File: config.mk
export PLATFORM = sky130hd
export DESIGN_NAME = ldpc_codec_stream
export DESIGN_NICKNAME = d
export VERILOG_FILES = /design/src/rtl/ldpc_pkg.sv /design/src/rtl/ldpc_bitflip_core.sv /design/src/rtl/ldpc_codec_stream.sv
export SDC_FILE = /design/constraint.sdc
export NUM_CORES = 1
export LEC_CHECK = 0
export CORE_MARGIN = 2
export CORE_UTILIZATION = 59
export CTS_CLUSTER_DIAMETER = 120
export CTS_CLUSTER_SIZE = 25
export DETAILED_ROUTE_END_ITERATION = 12
export PLACE_DENSITY = 0.94
export SYNTH_ARGS = -nofsm -noshare
export SYNTH_HDL_FRONTEND = slang
export SYNTH_SLANG_ARGS = --single-unit
File: constraint.sdc
create_clock -name clk -period 12.2 [get_ports clk]
set_input_delay 1.83 -clock clk [delete_from_list [all_inputs] [get_ports clk]]
set_output_delay 1.83 -clock clk [all_outputs]
set_load 0.05 [all_outputs]
File: src/rtl/ldpc_pkg.sv
// Shared LDPC definitions: default parity matrix, FSM states and the encode/syndrome helpers.
// Helpers work on max-width vectors so that any K/M up to MaxK/MaxM can reuse them.
package ldpc_pkg;

  localparam int unsigned KDef  = 4;
  localparam int unsigned NDef  = 12;
  localparam int unsigned MDef  = NDef - KDef;
  localparam logic [MDef*KDef-1:0] HpDef = 32'hE7A59C63;

  localparam int unsigned MaxK  = 16;
  localparam int unsigned MaxM  = 32;
  localparam int unsigned MaxHp = MaxK * MaxM;

  typedef enum logic [1:0] {StIdle, StDec, StDone} state_e;

  // Parity bit j is the XOR of the message bits selected by row j of P.
  function automatic logic [MaxM-1:0] ldpc_enc(input logic [MaxK-1:0]  msg,
                                               input logic [MaxHp-1:0] h_p,
                                               input int unsigned      k,
                                               input int unsigned      m);
    logic [MaxM-1:0] par;
    par = '0;
    for (int unsigned j = 0; j < MaxM; j++) begin
      for (int unsigned i = 0; i < MaxK; i++) begin
        if (j < m && i < k) par[j] = par[j] ^ (h_p[j*k + i] & msg[i]);
      end
    end
    return par;
  endfunction

  function automatic logic [MaxM-1:0] ldpc_syn(input logic [MaxK-1:0]  msg,
                                               input logic [MaxM-1:0]  par,
                                               input logic [MaxHp-1:0] h_p,
                                               input int unsigned      k,
                                               input int unsigned      m);
    return ldpc_enc(msg, h_p, k, m) ^ par;
  endfunction

  // Parity columns of [P | I] always have weight 1, so the floor is 1.
  function automatic int unsigned ldpc_max_colw(input logic [MaxHp-1:0] h_p,
                                                input int unsigned      k,
                                                input int unsigned      m);
    int unsigned best;
    int unsigned w;
    best = 1;
    for (int unsigned i = 0; i < MaxK; i++) begin
      w = 0;
      for (int unsigned j = 0; j < MaxM; j++) begin
        if (j < m && i < k && h_p[j*k + i]) w++;
      end
      if (w > best) best = w;
    end
    return best;
  endfunction

  localparam int unsigned CW = $clog2(ldpc_max_colw(MaxHp'(HpDef), KDef, MDef) + 1);

endpackage

File: src/rtl/ldpc_bitflip_core.sv
// Combinational single-iteration hard-decision bit-flip step over one received word.
module ldpc_bitflip_core
  import ldpc_pkg::*;
#(
  parameter  int unsigned K    = KDef,
  parameter  int unsigned N    = NDef,
  parameter  int unsigned CntW = CW,
  localparam int unsigned M    = N - K,
  localparam int unsigned IdxW = $clog2(N)
) (
  input  logic [N-1:0]    i_word,
  input  logic [M*K-1:0]  i_h_p,
  output logic [M-1:0]    o_syndrome,
  output logic            o_syn_zero,
  output logic [IdxW-1:0] o_flip_idx,
  output logic [N-1:0]    o_word
);

  always_comb begin
    logic [M-1:0]    syn;
    logic [CntW-1:0] cnt;
    logic [CntW-1:0] best;
    syn        = M'(ldpc_syn(MaxK'(i_word[N-1:M]), MaxM'(i_word[M-1:0]), MaxHp'(i_h_p), K, M));
    best       = '0;
    cnt        = '0;
    o_flip_idx = '0;
    // Strict '>' keeps the lowest index on ties.
    for (int unsigned b = 0; b < N; b++) begin
      cnt = '0;
      for (int unsigned j = 0; j < M; j++) begin
        if (b >= M) begin
          if (syn[j] && i_h_p[j*K + b - M]) cnt = cnt + CntW'(1);
        end else if (b == j && syn[j]) begin
          cnt = cnt + CntW'(1);
        end
      end
      if (cnt > best) begin
        best       = cnt;
        o_flip_idx = IdxW'(b);
      end
    end
    o_syndrome = syn;
    o_syn_zero = (syn == '0);
    o_word     = i_word ^ (N'(!o_syn_zero) << o_flip_idx);
  end

endmodule

File: src/rtl/ldpc_codec_stream.sv
// Streaming LDPC encode -> error-mask channel -> bit-flip decode with valid/ready handshakes.
module ldpc_codec_stream
  import ldpc_pkg::*;
#(
  parameter  int unsigned         K        = KDef,
  parameter  int unsigned         N        = NDef,
  parameter  logic [(N-K)*K-1:0]  H_P      = HpDef,
  parameter  int unsigned         MAX_ITER = 8,
  localparam int unsigned         M        = N - K,
  localparam int unsigned         IW       = $clog2(MAX_ITER + 1)
) (
  input  logic          clk,
  input  logic          rst,
  input  logic          in_valid,
  output logic          in_ready,
  input  logic [K-1:0]  msg,
  input  logic [N-1:0]  err_mask,
  output logic          out_valid,
  input  logic          out_ready,
  output logic [N-1:0]  code,
  output logic [N-1:0]  rx_code,
  output logic [K-1:0]  re_msg,
  output logic          dec_ok,
  output logic [IW-1:0] dec_iter
);

  localparam int unsigned CntW = $clog2(ldpc_max_colw(MaxHp'(H_P), K, M) + 1);

  state_e          r_state, w_state_d;
  logic [N-1:0]    r_code, w_code_d;
  logic [N-1:0]    r_rx, w_rx_d;
  logic [N-1:0]    r_word, w_word_d;
  logic [IW-1:0]   r_iter, w_iter_d;
  logic            r_ok, w_ok_d;

  logic [M-1:0]          w_enc_par;
  logic [N-1:0]          w_enc_code;
  logic [N-1:0]          w_core_word;
  logic                  w_syn_zero;
  logic [M-1:0]          w_unused_syn;
  logic [$clog2(N)-1:0]  w_unused_flip_idx;

  assign w_enc_par  = M'(ldpc_enc(MaxK'(msg), MaxHp'(H_P), K, M));
  assign w_enc_code = {msg, w_enc_par};

  ldpc_bitflip_core #(
    .K    (K),
    .N    (N),
    .CntW (CntW)
  ) u_core (
    .i_word     (r_word),
    .i_h_p      (H_P),
    .o_syndrome (w_unused_syn),
    .o_syn_zero (w_syn_zero),
    .o_flip_idx (w_unused_flip_idx),
    .o_word     (w_core_word)
  );

  always_ff @(posedge clk) begin
    if (rst) begin
      r_state <= StIdle;
      r_code  <= '0;
      r_rx    <= '0;
      r_word  <= '0;
      r_iter  <= '0;
      r_ok    <= 1'b0;
    end else begin
      r_state <= w_state_d;
      r_code  <= w_code_d;
      r_rx    <= w_rx_d;
      r_word  <= w_word_d;
      r_iter  <= w_iter_d;
      r_ok    <= w_ok_d;
    end
  end

  always_comb begin
    w_state_d = r_state;
    w_code_d  = r_code;
    w_rx_d    = r_rx;
    w_word_d  = r_word;
    w_iter_d  = r_iter;
    w_ok_d    = r_ok;
    in_ready  = 1'b0;
    out_valid = 1'b0;
    case (r_state)
      StIdle: begin
        in_ready = 1'b1;
        if (in_valid) begin
          w_code_d  = w_enc_code;
          w_rx_d    = w_enc_code ^ err_mask;
          w_word_d  = w_enc_code ^ err_mask;
          w_iter_d  = '0;
          w_ok_d    = 1'b0;
          w_state_d = StDec;
        end
      end
      StDec: begin
        if (w_syn_zero) begin
          w_ok_d    = 1'b1;
          w_state_d = StDone;
        end else if (r_iter == IW'(MAX_ITER)) begin
          w_ok_d    = 1'b0;
          w_state_d = StDone;
        end else begin
          w_word_d = w_core_word;
          w_iter_d = r_iter + IW'(1);
        end
      end
      StDone: begin
        out_valid = 1'b1;
        if (out_ready) w_state_d = StIdle;
      end
      default: w_state_d = StIdle;
    endcase
  end

  assign code     = r_code;
  assign rx_code  = r_rx;
  assign re_msg   = r_word[N-1:M];
  assign dec_ok   = r_ok;
  assign dec_iter = r_iter;

endmodule

==> impl_metrics.tcl <==
set metrics [dict create \
    fillers 438 \
    die-area_um2 6650 \
    ys.warnings.count 0 \
    regArea_um2 861 \
    ys_async_sr_fraction_pct 0 \
    cts_htree_levels 2 \
    routabilityCongestion 0.984 \
    drive_above_1_share_pct 6.41 \
    num_vias 3195 \
    cts_resized 0 \
    crit_fanout 9 \
    tritoncts "yes" \
    fp.dieW_um 81.6 \
    rsz0062_at_grt "no" \
    syn-mean-instance-area_um2 8.29 \
    min_path_type "reg -> reg" \
    root_buffer "clkbuf_8" \
    drc_errors 0 \
    synth_compound_area_share_pct 20.8 \
    tns_ns 0 \
    ys.flop_type "dfxtp_1" \
    ys_ff_latch 43 \
    numCtsBuffers 5 \
    outcome "completed" \
    drv_slew 0 \
    cpPeakStageDelay_ns 0.74 \
    synthToLayoutAreaGrowth_pct 18.1 \
    setup_viol 0 \
    drtPass1Iterations 5 \
    n_antenna_cell 0 \
    synthAdderAreaFrac_pct 10.2 \
    dieHeight_um 81.6 \
    synthTopCellsByArea "dfxtp_1 (24%), ha_1 (10%), xnor2_1 (9.9%)" \
    drt-vias-per-instance 5.88 \
    fin_nets 516 \
    maxCapViolCount 0 \
    grt_pass1_vias 2917 \
    row_count 28 \
    dp_hpwl_um 7070 \
    drt_wl_total_um 9100 \
    io_pins 55 \
    avgRoutedWirePerCell_um 16.7 \
    yosysSeqAreaShare_pct 24.3 \
    startpoint_type "flop" \
    fmax_mhz 132 \
    path_clk_slew_ns 0.08 \
    slew_headroom_pct 44.5 \
    grt_start_max_net_pins 47 \
    yosys.area.top_type "dfxtp_1" \
    grt_pass1_wl_um 14200 \
    cpMostUsedCell "ha_1" \
    clk_latency_ns 0.30 \
    grt_antenna_before_repair 0 \
    crit_arrival_ns 7.80 \
    antenna_left 0 \
    end_kind "flop" \
    drt_iter0_drc 339 \
    synthXorXnorAreaFrac_pct 18.0 \
    start_util_pct 60.7 \
    tightest_slew_ns 0.827 \
    grtUsageTotal_pct 27.5 \
    min_period_over_period_pct 62.3 \
    synth_area_um2 3550 \
    multi_input_area_um2 2490 \
    clock_path_buffers 2 \
    final_common_cell "clkdlybuf4s50_1" \
    finalHoldViolCount 0 \
    fp.coreArea_um2 5850 \
    place.port_buffers 54 \
    fin_skew_ns 0.00289 \
    synth_simple_gate_area_share_pct 18.7 \
    grt_overflow 0 \
    synth_top_family_by_area "compound AO/OA/AOI/OAI gates" \
    mostFrequentLayoutCells "clkdlybuf4s50_1 (54), nand2_1 (47), dfxtp_1 (43)" \
    synthCells 428 \
    synth_edf_count 0 \
    muxShareOfSynthArea_pct 2.61 \
    syn_nets 477 \
    crit_type "reg -> reg" \
    min_period_ns 7.60 \
    synth_top_area_share_pct 24.3 \
    clock_sink_count 43 \
    holdBufCountCts 0 \
    postCtsSetupBuffers 0 \
    slowest_stage "dfxtp_1" \
    cp_data_required_time_ns 12.41 \
    synth_cell_types 56 \
]
[worst paths after layout]
kind | start | end | slack (ns) | cells past startpoint
hold reg to reg | code[6]$_SDFFE_PP0P_ | code[6]$_SDFFE_PP0P_ | 0.46 | 2
hold / removal | code[6]$_SDFFE_PP0P_ | code[6]$_SDFFE_PP0P_ | 0.46 | 2
setup / recovery | r_word[9]$_SDFFE_PP0P_ | r_word[2]$_SDFFE_PP0P_ | 4.60 | 27
setup reg to reg | r_word[9]$_SDFFE_PP0P_ | r_word[2]$_SDFFE_PP0P_ | 4.60 | 27
[logic make-up (layout without fill, tap and decap cells)]
group,count (synthesis),count (layout)
AND/OR/NAND/NOR,139,139
AO/OA/AOI/OAI,104,104
XOR/XNOR,60,60
buffers and inverters,44,84
flip-flops,43,43
adder cells (fa/ha/maj),29,29
multiplexers,9,9
[registers in the layout (all words and copies together) (netlist names)]
signal / flops
rx_code: 12
dec_iter: 4
r_word: 12
code: 12
dec_ok: 1
r_state: 2
[synthesized netlist by cell type, drive strengths merged, types with 2 or more instances]
library cell and number:
nor3 10, a21o 9, o211ai 4, nand2 47, nand3 6, inv 20
ha 29, xnor3 2, xor2 12, nand3b 3, buf 10, xnor2 45
o31a 2, nand4 3, nor2 42, a31o 2, clkbuf 14, mux2i 7
a21oi 34, o21bai 4, and3 2, nand2b 6, nor2b 4, a31oi 2
a211oi 10, mux2 2, nor4 2, or3 3, o21a 3, and2 7
a311oi 12, dfxtp 43, o21ai 13
[layout make-up]
cell class	instances	area share, %
multi-input combinational	341	59.5
tap	75	2.24
sequential	43	20.5
timing repair buffer	56	13.3
inverter	20	1.79
clock inverter	3	1.04
clock buffer	5	1.64
[routing by layer]
metal	wire, um	global-route usage [%]	up-vias
li1	-	-	1576
met1	4220	39.4	1485
met3	508	4.40	15
met2	4260	43.5	119
met5	0	0	-
met4	104	5.76	0
[per-stage QoR]
step                setup slack (ns)  instance area [um^2]  utilization (%)  cells  hold WS, ns
global placement                4.96                  4080             69.7    535        0.444
detailed placement              4.77                  4080             69.7    535        0.447
CTS                             4.72                  4190             71.6    543        0.460
global route                    4.13                  4190             71.6    543        0.483
floorplan                       5.52                  3550                -    428        0.456
finish                          4.60                  4190             71.6    543        0.461
[worst max-delay path, delay by kind of cell (launching register included)]
family / cells / cell delay (ns)
AOI/OAI and AO/OA: 9 / 2.54
adders and majority gates: 5 / 1.36
DFF: 1 / 0.74
xor gates and xnor gates: 2 / 0.58
and+or+nand+nor: 6 / 1.57
buffers and inverters: 3 / 0.23
muxes: 2 / 0.49
Power is not shown: default switching activity piles up to over one toggle a cycle in this logic, so the estimate is an artifact.
